==> src/rtl/fwd_pkg.sv <==
// Shared types and helpers for the operand-forwarding scoreboard.
// Tag fields are sized for the widest supported configuration; users narrow them.
package fwd_pkg;

  localparam int SEL_REGFILE = 0;
  localparam int TAG_RD_W    = 8;
  localparam int TAG_RDY_W   = 4;

  typedef struct packed {
    logic                 vld;
    logic [TAG_RD_W-1:0]  rd;
    logic [TAG_RDY_W-1:0] rdy;
  } tag_entry_t;

  localparam tag_entry_t TAG_EMPTY = '{vld: 1'b0, rd: '0, rdy: '0};

  // A producer can never be ready before the first pipe reg, nor after the last forwarding stage.
  function automatic logic [TAG_RDY_W-1:0] clampRdy(input logic [TAG_RDY_W-1:0] rdy,
                                                    input logic [TAG_RDY_W-1:0] maxStg);
    logic [TAG_RDY_W-1:0] result;
    result = rdy;
    if (rdy == '0) begin
      result = TAG_RDY_W'(1);
    end else if (rdy > maxStg) begin
      result = maxStg;
    end
    return result;
  endfunction

endpackage

==> src/rtl/fwd_src_match.sv <==
// Single-source lookup: youngest in-flight write to the same register wins,
// and a hazard is flagged when that producer is not ready by the time we reach EX.
module fwd_src_match
  import fwd_pkg::*;
#(
  parameter int NUM_STG = 2,
  parameter int REG_AW  = 5,
  parameter int SEL_W   = 2
) (
  input  logic                      i_used,
  input  logic [REG_AW-1:0]         i_rs,
  input  logic [NUM_STG-1:0]        i_tagVld,
  input  logic [NUM_STG*REG_AW-1:0] i_tagRd,
  input  logic [NUM_STG*SEL_W-1:0]  i_tagRdy,
  output logic [SEL_W-1:0]          o_sel,
  output logic                      o_hazard
);

  logic w_found;

  // Entry s moves one stage further while we sit in EX, hence select s+1.
  always_comb begin
    o_sel    = SEL_W'(SEL_REGFILE);
    o_hazard = 1'b0;
    w_found  = 1'b0;
    if (i_used && (i_rs != '0)) begin
      for (int s = 0; s < NUM_STG; s++) begin
        if (!w_found && i_tagVld[s] && (i_tagRd[s*REG_AW +: REG_AW] == i_rs)) begin
          w_found  = 1'b1;
          o_sel    = SEL_W'(s + 1);
          o_hazard = (i_tagRdy[s*SEL_W +: SEL_W] > SEL_W'(s + 1));
        end
      end
    end
  end

endmodule

==> src/rtl/fwd_scoreboard_unit.sv <==
// Forwarding and hazard unit: tracks in-flight register writes from EX to the last
// forwarding stage, stalls ID on late producers and registers per-source EX selects.
module fwd_scoreboard_unit
  import fwd_pkg::*;
#(
  parameter int NUM_SRC = 2,
  parameter int REG_AW  = 5,
  parameter int FWD_STG = 2,
  parameter int SEL_W   = $clog2(FWD_STG + 1),
  parameter int CNT_W   = 16
) (
  input  logic                      clk_i,
  input  logic                      rst_i,
  input  logic                      id_valid_i,
  input  logic [NUM_SRC*REG_AW-1:0] id_rs_i,
  input  logic [NUM_SRC-1:0]        id_rs_used_i,
  input  logic                      id_regwrite_i,
  input  logic [REG_AW-1:0]         id_rd_i,
  input  logic [SEL_W-1:0]          id_ready_stg_i,
  input  logic                      hold_i,
  input  logic                      flush_i,
  output logic                      stall_o,
  output logic                      ex_valid_o,
  output logic [NUM_SRC*SEL_W-1:0]  ex_fwd_sel_o,
  output logic [CNT_W-1:0]          stall_cnt_o
);

  tag_entry_t                r_tag [FWD_STG+1];
  logic                      r_exValid;
  logic [NUM_SRC*SEL_W-1:0]  r_exSel;
  logic [CNT_W-1:0]          r_stallCnt;

  logic [FWD_STG-1:0]        w_tagVld;
  logic [FWD_STG*REG_AW-1:0] w_tagRd;
  logic [FWD_STG*SEL_W-1:0]  w_tagRdy;
  logic [NUM_SRC-1:0]        w_hazard;
  logic [NUM_SRC*SEL_W-1:0]  w_srcSel;
  logic                      w_stall;
  logic                      w_accept;
  tag_entry_t                w_newTag;

  // The oldest entry is write-before-read in the regfile, so it is never a forwarding source.
  generate
    for (genvar s = 0; s < FWD_STG; s++) begin : g_tagView
      assign w_tagVld[s]                  = r_tag[s].vld;
      assign w_tagRd[s*REG_AW +: REG_AW]  = r_tag[s].rd[REG_AW-1:0];
      assign w_tagRdy[s*SEL_W +: SEL_W]   = r_tag[s].rdy[SEL_W-1:0];
    end

    for (genvar k = 0; k < NUM_SRC; k++) begin : g_src
      fwd_src_match #(
        .NUM_STG (FWD_STG),
        .REG_AW  (REG_AW),
        .SEL_W   (SEL_W)
      ) u_match (
        .i_used   (id_rs_used_i[k]),
        .i_rs     (id_rs_i[k*REG_AW +: REG_AW]),
        .i_tagVld (w_tagVld),
        .i_tagRd  (w_tagRd),
        .i_tagRdy (w_tagRdy),
        .o_sel    (w_srcSel[k*SEL_W +: SEL_W]),
        .o_hazard (w_hazard[k])
      );
    end
  endgenerate

  assign w_stall  = id_valid_i && !flush_i && (|w_hazard);
  assign w_accept = id_valid_i && !w_stall && !flush_i;

  // Writes to x0 are never tracked so that nothing ever forwards a fake x0 value.
  always_comb begin
    w_newTag = TAG_EMPTY;
    if (w_accept) begin
      w_newTag.vld = id_regwrite_i && (id_rd_i != '0);
      w_newTag.rd  = TAG_RD_W'(id_rd_i);
      w_newTag.rdy = clampRdy(TAG_RDY_W'(id_ready_stg_i), TAG_RDY_W'(FWD_STG));
    end
  end

  always_ff @(posedge clk_i) begin
    if (rst_i) begin
      for (int s = 0; s <= FWD_STG; s++) begin
        r_tag[s] <= TAG_EMPTY;
      end
      r_exValid  <= 1'b0;
      r_exSel    <= '0;
      r_stallCnt <= '0;
    end else if (!hold_i) begin
      r_tag[0] <= w_newTag;
      for (int s = 1; s <= FWD_STG; s++) begin
        r_tag[s] <= r_tag[s-1];
      end
      r_exValid <= w_accept;
      r_exSel   <= w_accept ? w_srcSel : '0;
      if (w_stall && (r_stallCnt != '1)) begin
        r_stallCnt <= r_stallCnt + CNT_W'(1);
      end
    end
  end

  assign stall_o      = w_stall;
  assign ex_valid_o   = r_exValid;
  assign ex_fwd_sel_o = r_exSel;
  assign stall_cnt_o  = r_stallCnt;

endmodule

==> config.mk <==
export PLATFORM = sky130hd
export DESIGN_NAME = fwd_scoreboard_unit
export DESIGN_NICKNAME = d
export VERILOG_FILES = /design/src/rtl/fwd_pkg.sv /design/src/rtl/fwd_src_match.sv /design/src/rtl/fwd_scoreboard_unit.sv
export SDC_FILE = /design/constraint.sdc
export NUM_CORES = 1
export LEC_CHECK = 0
export CORE_MARGIN = 5
export CORE_UTILIZATION = 55
export CTS_BUF_LIST = sky130_fd_sc_hd__clkbuf_8
export DETAILED_ROUTE_END_ITERATION = 10
export GPL_ROUTABILITY_DRIVEN = 0
export GPL_TIMING_DRIVEN = 0
export PLACE_DENSITY = 0.91
export SLEW_MARGIN = 20
export SYNTH_ARGS = -nofsm -noshare
export SYNTH_HDL_FRONTEND = slang
export SYNTH_SLANG_ARGS = --single-unit
==> constraint.sdc <==
create_clock -name clk_i -period 4.1 [get_ports clk_i]
set_clock_uncertainty 0.15 [all_clocks]
set_input_delay 0.82 -clock clk_i [delete_from_list [all_inputs] [get_ports clk_i]]
set_output_delay 0.82 -clock clk_i [all_outputs]
set_load 0.005 [all_outputs]
Word-level counts from Yosys, hierarchy flattened
Memory sizes are Yosys's and may differ from the RTL's.
Cells that the tools add are included.
W data, S select, Z words.
Storage, ports and cells
  register bits: 21
  bits in writable memories: 39
  memories: 1
  word-level logic and storage cells: 69
Memory list
  r_tag: depth 3, bits a word 13, read ports 2, clocked after Yosys merged registers in 0, write ports 3, RTL line fwd_scoreboard_unit.sv:28  | tag_entry_t r_tag [FWD_STG+1];
Operators by class
  muxes and demuxes: 28
  $add $sub $neg: 1
  order comparisons: 3
  reductions and logical operators: 24
  eq/ne operators: 5
  bitwise gates (word level): 4
Operators with widths (number)
  $mux W13: 4
  $eq A5 B5 Y1: 4
  $mux W1: 17
  $add A16 B1 Y16 const B: 1
  $ne A16 B16 Y1 const B: 1
  $reduce_bool A5 Y1: 3
  $logic_and A1 B1 Y1: 14
  $mux W2: 6
  $gt A2 B2 Y1 const B: 2
  $logic_not A1 Y1: 4
  $mux W4: 1
  $or A1 B1 Y1: 3
  $gt A2 B1 Y1 const B: 1
  $logic_not A2 Y1: 1
  $reduce_and A2 Y1: 1
  $reduce_or A2 Y1: 1
  $not A1 Y1: 1

Longest topological paths before layout
An unclocked memory read counts as a cell.
  depth in word-level cells: 17
  gate-level depth with buffers: 9
  mapped depth without buffers: 7

Cells and area by module
A second synthesis with hierarchy kept.
Second synthesis, totals
  cells, all modules: 204
  area total of the unflattened synthesis: 2040.7 sq um
Modules (own cells, without submodules)
  fwd_scoreboard_unit: instances 1, sequential area each 900.9 sq um, cells an instance 160, area an instance 1705.4 sq um
  fwd_src_match: instances 2, sequential area each 0.0 sq um, cells an instance 22, area an instance 167.7 sq um

Worst setup path after synthesis
OpenSTA, ideal clock, no wires.
  kind: input to output
  from: in id_rs_i[5]
  to: out stall_o
  arrival: 1.859 ns
  setup slack: 1.271 ns
  stages: 6
  path buffers: 0
  data required time: 3.130 ns
  cells stage by stage: xor2_1 nor4_1 and3_1 mux2i_1 o22a_1 nor2_1
Between the ends
  longest elaborated chain between the ends: 11
RTL lines
  start, declared: RTL line fwd_scoreboard_unit.sv:15  | input logic [NUM_SRC*REG_AW-1:0] id_rs_i,
  $eq A5 B5 Y1: RTL line fwd_src_match.sv:28  | if (!w_found && i_tagVld[s] && (i_tagRd[s*REG_AW +: REG_AW] == i_rs)) begin
  $logic_and A1 B1 Y1: RTL line fwd_src_match.sv:28
  $mux W1: RTL line fwd_src_match.sv:28
  $mux W1: RTL line fwd_src_match.sv:26  | if (i_used && (i_rs != '0)) begin
  $logic_not A1 Y1: RTL line fwd_src_match.sv:28
  $logic_and A1 B1 Y1 (2 in a row): RTL line fwd_src_match.sv:28
  $mux W1: RTL line fwd_src_match.sv:28
  $mux W1 *: RTL line fwd_src_match.sv:26
  $reduce_or A2 Y1 *: RTL line fwd_scoreboard_unit.sv:67  | assign w_stall = id_valid_i && !flush_i && (|w_hazard);
  $logic_and A1 B1 Y1 *: RTL line fwd_scoreboard_unit.sv:67
  end, declared: RTL line fwd_scoreboard_unit.sv:22  | output logic stall_o,
Mark *: on every way between the ends. The rest lies on a longest branch, timed or not. The select of a mux whose other input is x is not followed.

Worst setup path in the final report
Same ends and word-level chain as after synthesis.

==> flow_summary_export.csv <==
group,metric,value,unit
setup_path,crit_arrival,3040,ps
logic_synthesis,synth_top_family_by_area,"simple AND/OR/NAND/NOR gates",
setup_path,crit_type,"input pin to output port",
logic_synthesis,synth_fa_ha_area_share,0.664,%
clocking,htree_levels,2,
timing,max_slew_margin,60.3,%
global_route,grt_util_all_layers,20.7,%
final_layout,fillers,255,
route,ant_nets,0,
floorplan,io_pins,47,
timing,finalCritPeriodShare,97.8,%
logic_synthesis,yosysSeqAreaShare,47.8,%
final_layout,diodes,0,
setup_path,rrSetupSlack,1310,ps
route,firstDrtPassIters,4,
timing,setup_viol,0,
floorplan,core_area,3340,um^2
setup_path,start_kind,"input pin",
place,dp.final_hpwl,3420,um
route,highest_layer,"met4",
logic_synthesis,syn_area_per_cell,9.76,um^2
power_and_ir_drop,p_comb_share,8.4,%
worst_hold_path,hold_depth,2,
power_and_ir_drop,p_seq_share,51.0,%
logic_synthesis,synth_compound_area_share,12.8,%
route,wl_per_cell,15.3,um
timing,tightest_slew,595,ps
route,drc,0,
logic_synthesis,yosys-mux-area-fraction,1.59,%
clocking,cts_tree,"yes",
clocking,numCtsBuffers,5,
clocking,post_cts_buffers,0,
floorplan,rows,21,
power_and_ir_drop,cellPowerDensity,314,nW/um^2
final_layout,area_delta_synth_final,33.1,%
logic_synthesis,synth-simple-area-share,24.9,%
route,met2_length,2110,um
setup_path,cp-end-kind,"output port",
floorplan,die_area,4690,um^2
logic_synthesis,synth.cell_area,1880,um^2
final_layout,fin_nets,271,
clocking,cts.sinks,37,
power_and_ir_drop,total_power,0.787,mW
setup_path,ff2ff_path_depth,9,
final_layout,layout-drive-gt1-share,5.28,%
place,io_buffers,45,
worst_hold_path,min_path_type,"flip-flop to flip-flop",
logic_synthesis,syn-num-nets,219,
power_and_ir_drop,p_sw,0.174,mW
clocking,root_buffer,"clkbuf_8",
setup_path,path_max_fanout,3,
timing,rsz0062_at_grt,"no",
timing,max_freq,249,MHz
clocking,clk_latency,300,ps
clocking,path_clk_slew,70,ps
floorplan,fp.dieH,68.5,um
route,vias,1657,
global_route,grt_pass1_vias,1547,
global_route,grt_max_degree,17,
route,wl_met3,330,um
flow_run,cap_violations,0,
global_route,antenna_found_initial,0,
route,routed_wl,4460,um
logic_synthesis,yosysWarningCount,0,
timing,period_needed,4010,ps
route,wl_met1,1950,um
floorplan,start_util,56.4,%
power_and_ir_drop,leakagePower,0.850,nW
logic_synthesis,syn_inst,193,
setup_path,required,3130,ps
power_and_ir_drop,clkPwrFrac,40.5,%
timing,tns,0,ps
global_route,grt.overflow.total,0,
route,viasPerCell,5.67,
timing,drv_slew,0,
run_status,status,"completed",
clocking,cts_resized,0,
logic_synthesis,synthXorXnorAreaFrac,9.77,%
clocking,hold_buffers,0,
floorplan,die_x,68.5,um
logic_synthesis,synth.distinct_cells,35,
power_and_ir_drop,p_int,0.613,mW
route,drt_first_iter_violations,126,
timing,final_hold_viol_count,0,
logic_synthesis,ys_ff_latch,37,
power_and_ir_drop,power.share.switching,22.1,%
power_and_ir_drop,ir_drop,0.313,mV
global_route,grt_pass1_wl,7070,um
clocking,clock_path_buffers,2,
## path summary, 6_finish.rpt
check / end / startpoint
setup reg to reg: stall_cnt_o[7]$_SDFFE_PP0P_ / r_tag[0][4]$_SDFFCE_PN0P_
setup / recovery: stall_o / id_rs_i[5]
hold reg to reg: ex_fwd_sel_o[1]$_SDFFE_PP0N_ / ex_fwd_sel_o[1]$_SDFFE_PP0N_
hold / removal: ex_fwd_sel_o[1]$_SDFFE_PP0N_ / ex_fwd_sel_o[1]$_SDFFE_PP0N_
## per-layer routing
layer	up-vias	global-route usage [%]
met4	0	8.68
met5	-	0
met3	4	4.86
met1	780	27.1
met2	62	32.8
li1	811	-
## layout make-up
class                   instances  area, um^2  share of cell area, %
plain buffers                   7        36.3                   1.45
clock buffers                   5        68.8                   2.75
clock inverters                 3        46.3                   1.85
inverters                       3        11.3                  0.449
multi-input cells             146         935                   37.3
flip-flops and latches         37         901                   35.9
well taps                      46        57.6                   2.30
repair buffers                 45         450                   18.0
## registers in the layout (all words and copies together) (netlist names)
signal	count
r_tag	16
stall_cnt_o	16
ex_valid_o	1
ex_fwd_sel_o	4
## critical path, cell delays in order
cell and delay, ps:
clkdlybuf4s50_1 470, xor2_1 160, nor4_1 280, and3_1 260
mux2i_1 340, o22a_1 200, nor2_1 60, clkdlybuf4s50_1 450
## power groups by stage
stage | clock network [mW] | logic (mW) | registers [mW]
6_report | 0.319 | 0.0662 | 0.402
5_1_grt | 0.334 | 0.0725 | 0.402
4_1_cts | 0.323 | 0.0662 | 0.402
3_5_place_dp | 0 | 0.0657 | 0.410
3_3_place_gp | 0 | 0.0638 | 0.409
2_1_floorplan | 0 | 0.0317 | 0.407
## cell usage in the layout, fill, tap and decap left out, drive strengths merged, types with 5 or more instances in the layout
master         count
clkdlybuf4s50     45
dfxtp             21
edfxtp            16
and2              15
o21ai             14
a21oi             13
xnor2             12
or3               12
nand2             11
nand3              9
xor2               9
or4                8
clkbuf             8
nor2               6
nor3               5
nand4              5
## synthesized netlist by cell type (all sizes together)
cell type / instances / area, um^2
a21o: 1 / 7.51
a21oi: 13 / 65.1
a22o: 1 / 8.76
a32o: 1 / 10.0
a41o: 1 / 10.0
and2: 15 / 93.8
and3: 2 / 12.5
and4: 1 / 11.3
buf: 4 / 25.0
clkbuf: 3 / 11.3
dfxtp: 21 / 420
edfxtp: 16 / 480
ha: 1 / 12.5
inv: 3 / 11.3
mux2i: 3 / 30.0
nand2: 11 / 41.3
nand2b: 2 / 12.5
nand3: 9 / 45.0
nand4: 5 / 31.3
nor2: 6 / 22.5
nor2b: 4 / 25.0
nor3: 5 / 25.0
nor4: 2 / 12.5
o21ai: 14 / 70.1
o221a: 1 / 11.3
o22a: 2 / 17.5
o311a: 1 / 10.0
o31ai: 4 / 30.0
or3: 12 / 75.1
or4: 8 / 60.1
xnor2: 12 / 105
xor2: 9 / 78.8
## metrics by stage
stage               util [%]  worst slack [ps]  instance area (um^2)  instances  hold WS (ps)
CTS                     75.1               116                  2510        292           316
finish                  75.1              91.6                  2510        292           311
global route            75.1              13.7                  2510        292           337
global placement        71.7               160                  2390        284           282
detailed placement      71.7               119                  2390        284           298
floorplan                  -              1270                  1880        193           299
## cell families (layout without fill, tap and decap cells)
group,Yosys count,after routing
AO/OA/AOI/OAI,39,39
flip-flops,37,37
AND/OR/NAND/NOR,82,82
adder cells (fa/ha/maj),1,1
multiplexers,3,3
XOR/XNOR,21,21
buffers and inverters,10,63
No activity file was read; power rests on OpenSTA's default activity.
